## src/rtl/tp84_hs_ram_arbiter.sv

```systemverilog
// Work-RAM port arbiter: the CPU owns the RAM by default. A hiscore request pauses
// the CPU, drains its bus, grants the port to the hiscore engine, and hands it back after a holdoff.
module tp84_hs_ram_arbiter #(
  parameter int AW          = 11,
  parameter int DRAIN_CYC   = 2,
  parameter int RELEASE_CYC = 4,
  parameter int RAM_LAT     = 1
) (
  input  logic          clk_49m,
  input  logic          reset,
  input  logic          cpu_cs,
  input  logic          cpu_we,
  input  logic [AW-1:0] cpu_addr,
  input  logic [7:0]    cpu_din,
  output logic [7:0]    cpu_dout,
  output logic          cpu_pause,
  input  logic          hs_access,
  input  logic [15:0]   hs_address,
  input  logic [7:0]    hs_data_in,
  input  logic          hs_write,
  output logic [7:0]    hs_data_out,
  output logic          hs_grant,
  output logic [AW-1:0] ram_addr,
  output logic [7:0]    ram_din,
  output logic          ram_we,
  input  logic [7:0]    ram_dout
);

  typedef enum logic [1:0] {IDLE, DRAIN, GRANT, RELEASE} state_t;

  localparam logic [3:0] DRAIN_LAST   = 4'(DRAIN_CYC - 1);
  localparam logic [3:0] RELEASE_LAST = 4'(RELEASE_CYC - 1);

  state_t       state, state_next;
  logic [3:0]   cnt, cnt_next;
  logic [3:0]   cnt_inc;
  logic         cpu_own;
  logic [RAM_LAT-1:0] hs_vld, cpu_vld;
  logic         unused_hs_hi;

  // Address bits above the RAM size simply wrap into it.
  assign unused_hs_hi = ^hs_address[15:AW];

  assign cnt_inc = (cnt == 4'hF) ? cnt : cnt + 4'd1;

  always_ff @(posedge clk_49m or negedge reset) begin
    if (!reset) begin
      state <= IDLE;
      cnt   <= 4'd0;
    end else begin
      state <= state_next;
      cnt   <= cnt_next;
    end
  end

  always_comb begin
    state_next = state;
    cnt_next   = cnt;
    case (state)
      IDLE: begin
        if (hs_access) begin
          state_next = DRAIN;
          cnt_next   = 4'd0;
        end
      end
      DRAIN: begin
        if (!hs_access) begin
          state_next = IDLE;
          cnt_next   = 4'd0;
        end else if (cnt >= DRAIN_LAST) begin
          state_next = GRANT;
          cnt_next   = 4'd0;
        end else begin
          cnt_next = cnt_inc;
        end
      end
      GRANT: begin
        if (!hs_access) begin
          state_next = RELEASE;
          cnt_next   = 4'd0;
        end
      end
      RELEASE: begin
        // A new request here skips the drain: the CPU never resumed.
        if (hs_access) begin
          state_next = GRANT;
          cnt_next   = 4'd0;
        end else if (cnt >= RELEASE_LAST) begin
          state_next = IDLE;
          cnt_next   = 4'd0;
        end else begin
          cnt_next = cnt_inc;
        end
      end
      default: begin
        state_next = IDLE;
        cnt_next   = 4'd0;
      end
    endcase
  end

  assign cpu_pause = (state != IDLE);
  assign hs_grant  = (state == GRANT);
  assign cpu_own   = (state == IDLE) || (state == DRAIN);

  assign ram_addr = hs_grant ? hs_address[AW-1:0] : cpu_addr;
  assign ram_din  = hs_grant ? hs_data_in : cpu_din;
  assign ram_we   = hs_grant ? hs_write : (cpu_cs & cpu_we);

  // Valid pipes track which owner issued the address whose data now sits on ram_dout.
  always_ff @(posedge clk_49m or negedge reset) begin
    if (!reset) begin
      hs_vld      <= '0;
      cpu_vld     <= '0;
      hs_data_out <= 8'h00;
      cpu_dout    <= 8'h00;
    end else begin
      hs_vld  <= RAM_LAT'({hs_vld, hs_grant});
      cpu_vld <= RAM_LAT'({cpu_vld, cpu_own});
      if (hs_vld[RAM_LAT-1]) begin
        hs_data_out <= ram_dout;
      end
      if (cpu_vld[RAM_LAT-1] && cpu_own) begin
        cpu_dout <= ram_dout;
      end
    end
  end

endmodule

```

## config.mk

```make
export PLATFORM = sky130hd
export DESIGN_NAME = tp84_hs_ram_arbiter
export DESIGN_NICKNAME = d
export VERILOG_FILES = /design/src/rtl/tp84_hs_ram_arbiter.sv
export SDC_FILE = /design/constraint.sdc
export NUM_CORES = 1
export LEC_CHECK = 0
export CAP_MARGIN = 20
export CORE_MARGIN = 1.5
export CORE_UTILIZATION = 37
export CTS_BUF_LIST = sky130_fd_sc_hd__clkbuf_4 sky130_fd_sc_hd__clkbuf_8 sky130_fd_sc_hd__clkbuf_16
export DETAILED_ROUTE_END_ITERATION = 6
export PLACE_DENSITY_LB_ADDON = 0.25
export SLEW_MARGIN = 20
export SYNTH_ARGS = -nofsm -noshare
export SYNTH_HDL_FRONTEND = slang
export SYNTH_SLANG_ARGS = --single-unit
```

## constraint.sdc

```tcl
create_clock -name clk_49m -period 3.1 [get_ports clk_49m]
set_clock_uncertainty 0.2 [all_clocks]
set_input_delay 0.465 -clock clk_49m [delete_from_list [all_inputs] [get_ports clk_49m]]
set_output_delay 0.465 -clock clk_49m [all_outputs]
set_load 0.05 [all_outputs]
```

==> impl_metrics.json, run 1 <==
{
  "fp.coreArea_sq_um": 3363,
  "dp_hpwl_mm": 2.789,
  "rsz0062_at_grt": "no",
  "insertion_delay_ns": 0.31,
  "leakage_uw": 0.0009748,
  "crit_start": "state[0]",
  "cp_max_fo": 12,
  "avgSynthCellArea_sq_um": 13.80,
  "period_needed_ns": 2.970,
  "relSlewSlack": 0.5103,
  "num_vias": 1081,
  "slew_violations": 0,
  "status": "complete, no violations",
  "diodes": 0,
  "antenna_found_initial": 0,
  "drive_above_1_share": 0.1774,
  "grt_pass1_wl_mm": 5.471,
  "setup_tns_ns": 0,
  "post-route-drc-count": 0,
  "track_usage": 0.1769,
  "synth.distinct_cells": 27,
  "peakVddDrop_mv": 0.4820,
  "cts-htree-levels": 1,
  "cts_setup_buffers": 0,
  "crit_path_end_kind": "output port",
  "final_net_count": 247,
  "die_height_um": 62.53,
  "power_uw": 2150,
  "worstHoldPathCells": 1,
  "holdWs_ns": 0.2998,
  "crit_type": "reg2out",
  "cp.arrival_ns": 2.30,
  "max_freq_mhz": 336.7,
  "syn_inst": 95,
  "cts_sinks": 24,
  "vias_per_cell": 4.659,
  "antenna_left": 0,
  "hold_class": "reg2reg",
  "multi_input_area_sq_um": 676.9,
  "start_kind": "flip-flop",
  "drt-wirelength-per-cell_um": 14.95,
  "globalRouteOverflowTotal": 0,
  "cts_tree": "yes",
  "start_util": 0.3899,
  "numCtsBuffers": 3,
  "worst_pin_slew_ns": 0.7331,
  "fin_area_sq_um": 2292,
  "dieArea_sq_um": 3910,
  "ys_warn_count": 0,
  "wirelength_mm": 3.469,
  "firstDrtPassIters": 4,
  "grt_max_degree": 25,
  "ioPinCount": 95,
  "synthesis.area_sq_um": 1311,
  "regArea_sq_um": 600.6,
  "max_cap_viol_count": 0,
  "rows": 21,
  "seq_area_frac_synth": 0.4580,
  "grt_pass1_vias": 1056,
  "cts_root_buf": "clkbuf_4",
  "numPortBuffers": 89,
  "reg2reg_depth": 2,
  "area_delta_synth_final_pct": 74.81,
  "period_share": 0.9580,
  "drtIter0Drc": 27,
  "nFillCells": 259,
  "placed_area_sq_um": 2228,
  "dieWidth_um": 62.53,
  "gp_congestion": 0.7286,
  "setup_violations": 0,
  "cts.path.max_buffers": 2,
  "min_from": "cpu_dout[7]",
  "required_ns": 2.43,
  "finalHoldViolCount": 0,
  "ys_ff_latch": 24,
  "powerDensity_nw_per_um2": 937.8,
  "syn_nets": 155,
  "clkTransAtPathRegs_ns": 0.12
}
-- Yosys cell counts (all sizes together) --
| master | instances | area share |
|---|---|---|
| a21o | 1 | 0.0057 |
| a22o | 2 | 0.013 |
| and2 | 1 | 0.0048 |
| and2b | 1 | 0.0076 |
| and3b | 1 | 0.0067 |
| buf | 3 | 0.021 |
| clkbuf | 1 | 0.0029 |
| dfrtp | 24 | 0.46 |
| ha | 3 | 0.029 |
| inv | 3 | 0.0086 |
| mux2 | 35 | 0.35 |
| nand2 | 4 | 0.011 |
| nand2b | 3 | 0.014 |
| nor2 | 1 | 0.0029 |
| nor2b | 1 | 0.0048 |
| nor3 | 1 | 0.0038 |
| nor4 | 1 | 0.0048 |
| nor4b | 1 | 0.0067 |
| o21ai | 1 | 0.0038 |
| o22a | 1 | 0.0067 |
| o22ai | 2 | 0.0095 |
| o31a | 2 | 0.013 |
| or2 | 1 | 0.0048 |
| or3b | 1 | 0.0067 |
-- metrics by stage --
| step | util | setup WS [ns] | instances |
|---|---|---|---|
| global placement | 0.6626 | 0.3890 | 226 |
| finish | 0.6815 | 0.1303 | 232 |
| global route | 0.6815 | 0.02794 | 232 |
| floorplan | - | 0.9093 | 95 |
| CTS | 0.6775 | 0.01182 | 230 |
| detailed placement | 0.6626 | 0.3627 | 226 |
-- cells in the final DEF (no fill, tap or decap), types with 2 or more instances in the layout --
master and count:
clkbuf_4 3, mux2_2 8, clkdlybuf4s50_1 86, nand2b_1 3, mux2_4 17, ha_1 3
inv_1 3, dlygate4sd2_1 2, o22ai_1 2, a22o_1 2, mux2_1 10, nand2_1 4
dfrtp_1 24, o31a_1 2
-- sequential cells by signal, indices dropped and copies added (netlist names), named ones only --
signal       cells
cpu_dout         8
hs_data_out      8
cnt              4
cpu_vld          1
hs_vld           1
state            1
-- metal layers --
layer / up-vias / track usage / part of all wire
met5: - / 0 / 0
met4: 0 / 0.03333 / 0.0040
met3: 2 / 0.04144 / 0.029
met2: 19 / 0.3266 / 0.57
met1: 534 / 0.2092 / 0.39
li1: 526 / - / -
-- kinds of logic after synthesis --
| kind of cell | Yosys count | synth area share |
|---|---|---|
| buffers and inverters | 7 | 0.03243 |
| adders and majority gates | 3 | 0.02863 |
| AOI/OAI and AO/OA | 9 | 0.05248 |
| and+or+nand+nor | 17 | 0.07921 |
| DFF | 24 | 0.4580 |
| muxes | 35 | 0.3492 |
-- final cells by class --
type	count	share of cell area
clock inverter	1	0.01310
sequential	24	0.2620
multi-input combinational	65	0.2953
timing repair buffer	90	0.3897
tap	46	0.02511
clock buffer	3	0.009825
inverter	3	0.004913
-- final timing paths --
path	end	slack, ns
max	ram_addr[0]	0.13
min	cpu_dout[7]	0.30
max reg2reg	cpu_dout[4]	1.30
min reg2reg	cpu_dout[7]	0.30
max in group asynchronous	cpu_dout[1]	1.92
min in group asynchronous	hs_data_out[6]	0.44
-- critical path: stages (launching register included) --
cell	delay (ns)
dfrtp_1	0.49
and2b_4	0.46
mux2_4	0.33
clkdlybuf4s50_1	0.71
-- timing repair --
| action | in CTS | in global routing |
|---|---|---|
| gates cloned | 0 | 1 |
| endpoints found under the setup margin | 2 | 18 |
| resized for setup | 2 | 1 |
| hold buffers | 0 | 1 |
| hold endpoints to repair | 0 | 24 |
-- power by group --
group	switching [uW]	internal (uW)	leakage, uW
Combinational	836	563	0.000655
Clock	89.8	131	0.0000279
Sequential	92.2	438	0.000292
Total	1020	1130	0.000975
No activity file was read; power rests on OpenSTA's default activity.
==> run 2: changes to the inputs <==
Settings changed: ABC_AREA set to 1, CORE_UTILIZATION 37 to 36, CTS_CLUSTER_DIAMETER set to 120.
==> run 2 against run 1 <==
Area after synthesis shrank 3.4%. Critical endpoint is now ram_addr[5]. Critical path type unchanged. Register-to-register slack improved by 0.21 ns. Combinational power increased by 55%. Cell area is 7.5% higher. Via count is 21% higher. Sequential power grew 4.5%.
==> impl_metrics.json, run 2 <==
{
  "dieWidth_um": 62.31,
  "ioPinCount": 95,
  "cts-htree-levels": 1,
  "cts_tree": "yes",
  "rows": 21,
  "cp_max_fo": 22,
  "num_vias": 1306,
  "synthArstFlopShare": 1.000,
  "synth.distinct_cells": 17,
  "layout_common_cells": "70 x nand2_1, 68 x clkdlybuf4s50_1, 24 x dfrtp_1",
  "cp.arrival_ns": 1.89,
  "worst_pin_slew_ns": 0.7130,
  "yosysTopAreaCell": "dfrtp_1",
  "max_cap_viol_count": 0,
  "synthesis.area_sq_um": 1266,
  "use_met3": 0.03623,
  "multi_input_area_sq_um": 600.6,
  "peakVddDrop_mv": 0.6187,
  "insertion_delay_ns": 0.31,
  "antenna_left": 0,
  "dieArea_sq_um": 3882,
  "ys_warn_count": 0,
  "preCtsSetupSlack_ns": 0.8975,
  "synth-edff-count": 0,
  "p_int_uw": 1486,
  "cts.path.max_buffers": 2,
  "drt-wirelength-per-cell_um": 12.53,
  "start_kind": "flip-flop",
  "track_usage": 0.1912,
  "finalHoldViolCount": 0,
  "clockPowerShare": 0.077,
  "post-route-drc-count": 0,
  "drtIter0Drc": 43,
  "use_met2": 0.3492,
  "required_ns": 2.43,
  "setup_ws_ns": 0.5459,
  "pwr-share-comb": 0.736,
  "fp.coreArea_sq_um": 3363,
  "rsz0062_at_grt": "no",
  "syn_nets": 210,
  "final_common_cell": "nand2_1",
  "largestRegisters": "cpu_dout x8, hs_data_out x8, cnt x4",
  "antenna_found_initial": 0,
  "max_freq_mhz": 391.5,
  "top_usage_layer": "met2",
  "placed_area_sq_um": 2412,
  "numCtsBuffers": 3,
  "setup_violations": 0,
  "synth_flop_cell": "dfrtp_1",
  "regArea_sq_um": 600.6,
  "seq_area_frac_synth": 0.4743,
  "holdWs_ns": 0.2883,
  "cts_root_buf": "clkbuf_4",
  "nFillCells": 258,
  "holdBufCountCts": 0,
  "area_delta_synth_final_pct": 94.66,
  "fin_area_sq_um": 2465,
  "period_share": 0.8239,
  "yosysTopAreaCellShare": 0.4743,
  "relSlewSlack": 0.5242,
  "synth_common_cells": "70 x nand2_1, 24 x dfrtp_1, 16 x mux2_2",
  "firstDrtPassIters": 6,
  "swShare": 0.4974,
  "cts-resized-gates": 0,
  "wirelength_mm": 3.585,
  "globalRouteOverflowTotal": 0,
  "cts_sinks": 24,
  "avgSynthCellArea_sq_um": 8.441,
  "pwr-share-seq": 0.187,
  "drive_above_1_share": 0.1917,
  "final_net_count": 301,
  "leakage_uw": 0.001154,
  "power.switching_uw": 1470,
  "grt_pass1_vias": 1331,
  "crit_type": "reg2out",
  "diodes": 0,
  "hold_class": "in2async",
  "powerDensity_nw_per_um2": 1199,
  "grt_max_degree": 25,
  "vias_per_cell": 4.566,
  "die_height_um": 62.31,
  "numPortBuffers": 89,
  "met1_usage": 0.2328,
  "slew_violations": 0,
  "period_needed_ns": 2.554,
  "cts_setup_buffers": 0,
  "dp_hpwl_mm": 2.895,
  "ys_ff_latch": 24,
  "ys_top_cells_by_area": "dfrtp_1 47%, nand2_1 21%, mux2_2 14%",
  "grt_pass1_wl_mm": 5.982,
  "clkTransAtPathRegs_ns": 0.14,
  "syn_inst": 150,
  "crit_path_end_kind": "output port",
  "gp_congestion": 0.8240,
  "setup_tns_ns": 0,
  "yosysMostFrequentCell": "nand2_1",
  "status": "complete, no violations",
  "start_util": 0.3765
}
-- run 2: cell types whose count changed after synthesis, sizes merged, moves of 3 or more --
| cell | delta |
|---|---|
| mux2 | -19 |
| nand3 | +6 |
| nand2 | +68 |
| nand2b | -3 |
| inv | +7 |
| nor2 | +4 |
-- run 2: per-stage QoR --
step,power [uW],instances,utilization
after floorplan,1820,150,-
after global placement,2712,282,0.7173
after detailed placement,2751,282,0.7173
after CTS,2977,286,0.7329
after global routing,3102,286,0.7329
final,2956,286,0.7329
-- run 2: power groups by stage --
stage / logic (uW) / registers (uW) / clock network (uW)
CTS: 2190 / 556 / 231
floorplan: 905 / 915 / 0
detailed placement: 2190 / 563 / 0
finish: 2170 / 554 / 227
global placement: 2160 / 553 / 0
global route: 2280 / 576 / 244
-- run 2: metal layers --
metal	routed length, um	part of all wire	vias up
met5	0	0	-
met4	27	0.0075	0
met3	184	0.051	2
met2	1872	0.52	54
met1	1500	0.42	599
li1	-	-	651
-- run 2: final timing paths --
check | from | end | slack (ns) | depth (start not counted)
min in group clk_49m | cpu_dout[5] | cpu_dout[5] | 0.32 | 1
hold / removal | reset | hs_data_out[6] | 0.29 | 2
hold reg to reg | cpu_dout[5] | cpu_dout[5] | 0.32 | 1
setup / recovery | state[0] | ram_addr[5] | 0.55 | 6
max in group asynchronous | reset | hs_data_out[0] | 2.18 | 2
setup reg to reg | state[0] | flip-flop | 1.51 | 8
-- run 2: cells by family after synthesis --
| kind of cell | share of synthesized area |
|---|---|
| flops | 0.4743 |
| mux | 0.1423 |
| xor+xnor | 0.006918 |
| simple gates | 0.2717 |
| buf+inv | 0.05138 |
| fa+ha+maj | 0.02965 |
| compound gates | 0.02372 |
-- run 2: critical path, stage by stage, from the launching register on --
cell and delay (ns):
dfrtp_1 0.43, inv_1 0.12, nand2_1 0.07, inv_1 0.53, nand2_1 0.10, nand2_1 0.15, buf_12 0.15
-- run 2: cell type report --
cell class / count / area share
timing repair buffer: 91 / 0.4528
multi-input combinational: 111 / 0.2437
clock inverter: 1 / 0.01218
tap: 46 / 0.02335
inverter: 10 / 0.01523
sequential: 24 / 0.2437
clock buffer: 3 / 0.009137
==> run 3: changes to the inputs <==
Settings changed: CORE_UTILIZATION 36 to 34.
Clock period 3.1 ns to 2.45 ns, I/O delays scaled along.
==> run 3 against run 2 <==
Die area is 5.6% higher. Combinational power increased by 28%. Sequential share of layout area shrank 0.17 points. Worst setup slack got worse by 0.33 ns. Power up 26%. Register-to-register slack got worse by 0.65 ns. Largest cell class unchanged. Worst hold slack worse by 0.035 ns. Critical endpoint is now cpu_pause. Non-clock buffer count is 2 higher. Highest routed layer unchanged. Clock power increased by 13%. Global-route usage down 1.3 points.
==> impl_metrics.json, run 3 (same netlist as run 2, synthesis figures left out) <==
{
  "grt_pass1_wl_mm": 5.713,
  "antenna_found_initial": 0,
  "setup_violations": 0,
  "clkTransAtPathRegs_ns": 0.08,
  "worst_pin_slew_ns": 0.5102,
  "finalHoldViolCount": 0,
  "numCtsBuffers": 3,
  "area_delta_synth_final_pct": 96.05,
  "cts_setup_buffers": 0,
  "largestRegisters": "cpu_dout x8, hs_data_out x8, cnt x4",
  "p_int_uw": 1879,
  "power_uw": 3725,
  "antenna_left": 0,
  "start_kind": "flip-flop",
  "final_common_cell": "nand2_1",
  "track_usage": 0.1779,
  "globalRouteOverflowTotal": 0,
  "rows": 21,
  "status": "complete, no violations",
  "drt-wirelength-per-cell_um": 11.57,
  "fp.coreArea_sq_um": 3442,
  "cts_tree": "yes",
  "diodes": 0,
  "holdBufCountCts": 0,
  "numPortBuffers": 89,
  "power.switching_uw": 1846,
  "leakage_uw": 0.001165,
  "slowest_delay_ns": 0.80,
  "powerDensity_nw_per_um2": 1500,
  "final_net_count": 303,
  "swShare": 0.4956,
  "cts_root_buf": "clkbuf_8",
  "clockPowerShare": 0.069,
  "r2r-start": "state[0]",
  "cts-htree-levels": 1,
  "cts-resized-gates": 0,
  "vias_per_cell": 4.559,
  "max_cap_viol_count": 0,
  "reg2reg_depth": 8,
  "period_needed_ns": 2.236,
  "required_ns": 1.88,
  "pwr-share-seq": 0.188,
  "cts_sinks": 24,
  "setup_tns_ns": 0,
  "drtIter0Drc": 33,
  "dieWidth_um": 64.03,
  "cts.path.max_buffers": 2,
  "cp.arrival_ns": 1.67,
  "pwr-share-comb": 0.743,
  "relSlewSlack": 0.6588,
  "max_freq_mhz": 447.3,
  "period_share": 0.9125,
  "firstDrtPassIters": 4,
  "crit_type": "reg2out",
  "crit_slowest_cell": "clkdlybuf4s50_1",
  "die_height_um": 64.03,
  "peakVddDrop_mv": 0.7957,
  "cp_max_fo": 6,
  "dieArea_sq_um": 4099,
  "grt_max_degree": 25,
  "dp_hpwl_mm": 2.815,
  "post-route-drc-count": 0,
  "start_util": 0.3679,
  "gp_congestion": 0.8595,
  "ioPinCount": 95,
  "layout_common_cells": "70 x nand2_1, 68 x clkdlybuf4s50_1, 24 x dfrtp_1",
  "wirelength_mm": 3.332,
  "rrSetupSlack_ns": 0.86,
  "grt_pass1_vias": 1307,
  "hold_class": "in2async",
  "slew_violations": 0,
  "worstPathCellList": "inv_2 > nand2_1 > clkdlybuf4s50_1",
  "insertion_delay_ns": 0.26,
  "crit_path_end_kind": "output port",
  "drive_above_1_share": 0.1983,
  "num_vias": 1313,
  "rsz0062_at_grt": "no"
}
## run 3: cell count changes in the layout (fill, tap and decap cells not counted), sizes merged
cell / before / now
buf: 23 / 25
bufinv: 1 / 0
clkbuf: 3 / 4
## run 3: worst max-delay path: cells and delay by family, from the launching register on
kind / cells / cell delay, ns
AND/OR/NAND/NOR: 1 / 0.09
buffers and inverters: 2 / 0.87
flip-flops: 1 / 0.44
## run 3: through the flow
step | instance area [sq um] | utilization | std cells | setup slack [ns] | hold WS (ns)
floorplan | 1266 | - | 150 | 0.5880 | -0.1281
global placement | 2427 | 0.7052 | 284 | 0.5107 | 0.2869
detailed placement | 2427 | 0.7052 | 284 | 0.5155 | 0.2925
CTS | 2482 | 0.7212 | 288 | 0.2131 | 0.2660
global route | 2482 | 0.7212 | 288 | 0.05273 | 0.2826
finish | 2482 | 0.7212 | 288 | 0.2143 | 0.2532
## run 3: layout make-up
class	instances	area, sq um
multi-input cells	111	600.6
well taps	46	57.56
clock buffers	4	55.05
fillers	259	959.7
flip-flops and latches	24	600.6
inverters	10	37.54
repair buffers	93	1131
## run 3: worst max path at each step
| stage | slack, ns | end | cells after the start | startpoint |
|---|---|---|---|---|
| final | 0.21 | cpu_pause | 3 | flip-flop |
| after global routing | 0.05 | ram_addr[9] | 7 | state[0] |
| after CTS | 0.21 | cpu_pause | 3 | flip-flop |
| after detailed placement | 0.52 | cpu_pause | 3 | flip-flop |
| after global placement | 0.51 | cpu_pause | 3 | flip-flop |
| after floorplan | 0.59 | ram_addr[7] | 6 | state[0] |
## run 3: layer usage
layer	wire length (um)	vias to the layer above	track usage
met5	0	-	0
met4	23	0	0.04891
met3	361	2	0.06690
met2	1663	78	0.3125
met1	1283	577	0.2002
li1	-	656	-
## run 3: power by group through the flow
stage	Clock (uW)	Combinational [uW]	Sequential, uW
CTS	263	2800	702
global route	288	2920	729
floorplan	0	1150	1160
detailed placement	0	2800	710
finish	256	2770	700
global placement	0	2770	700
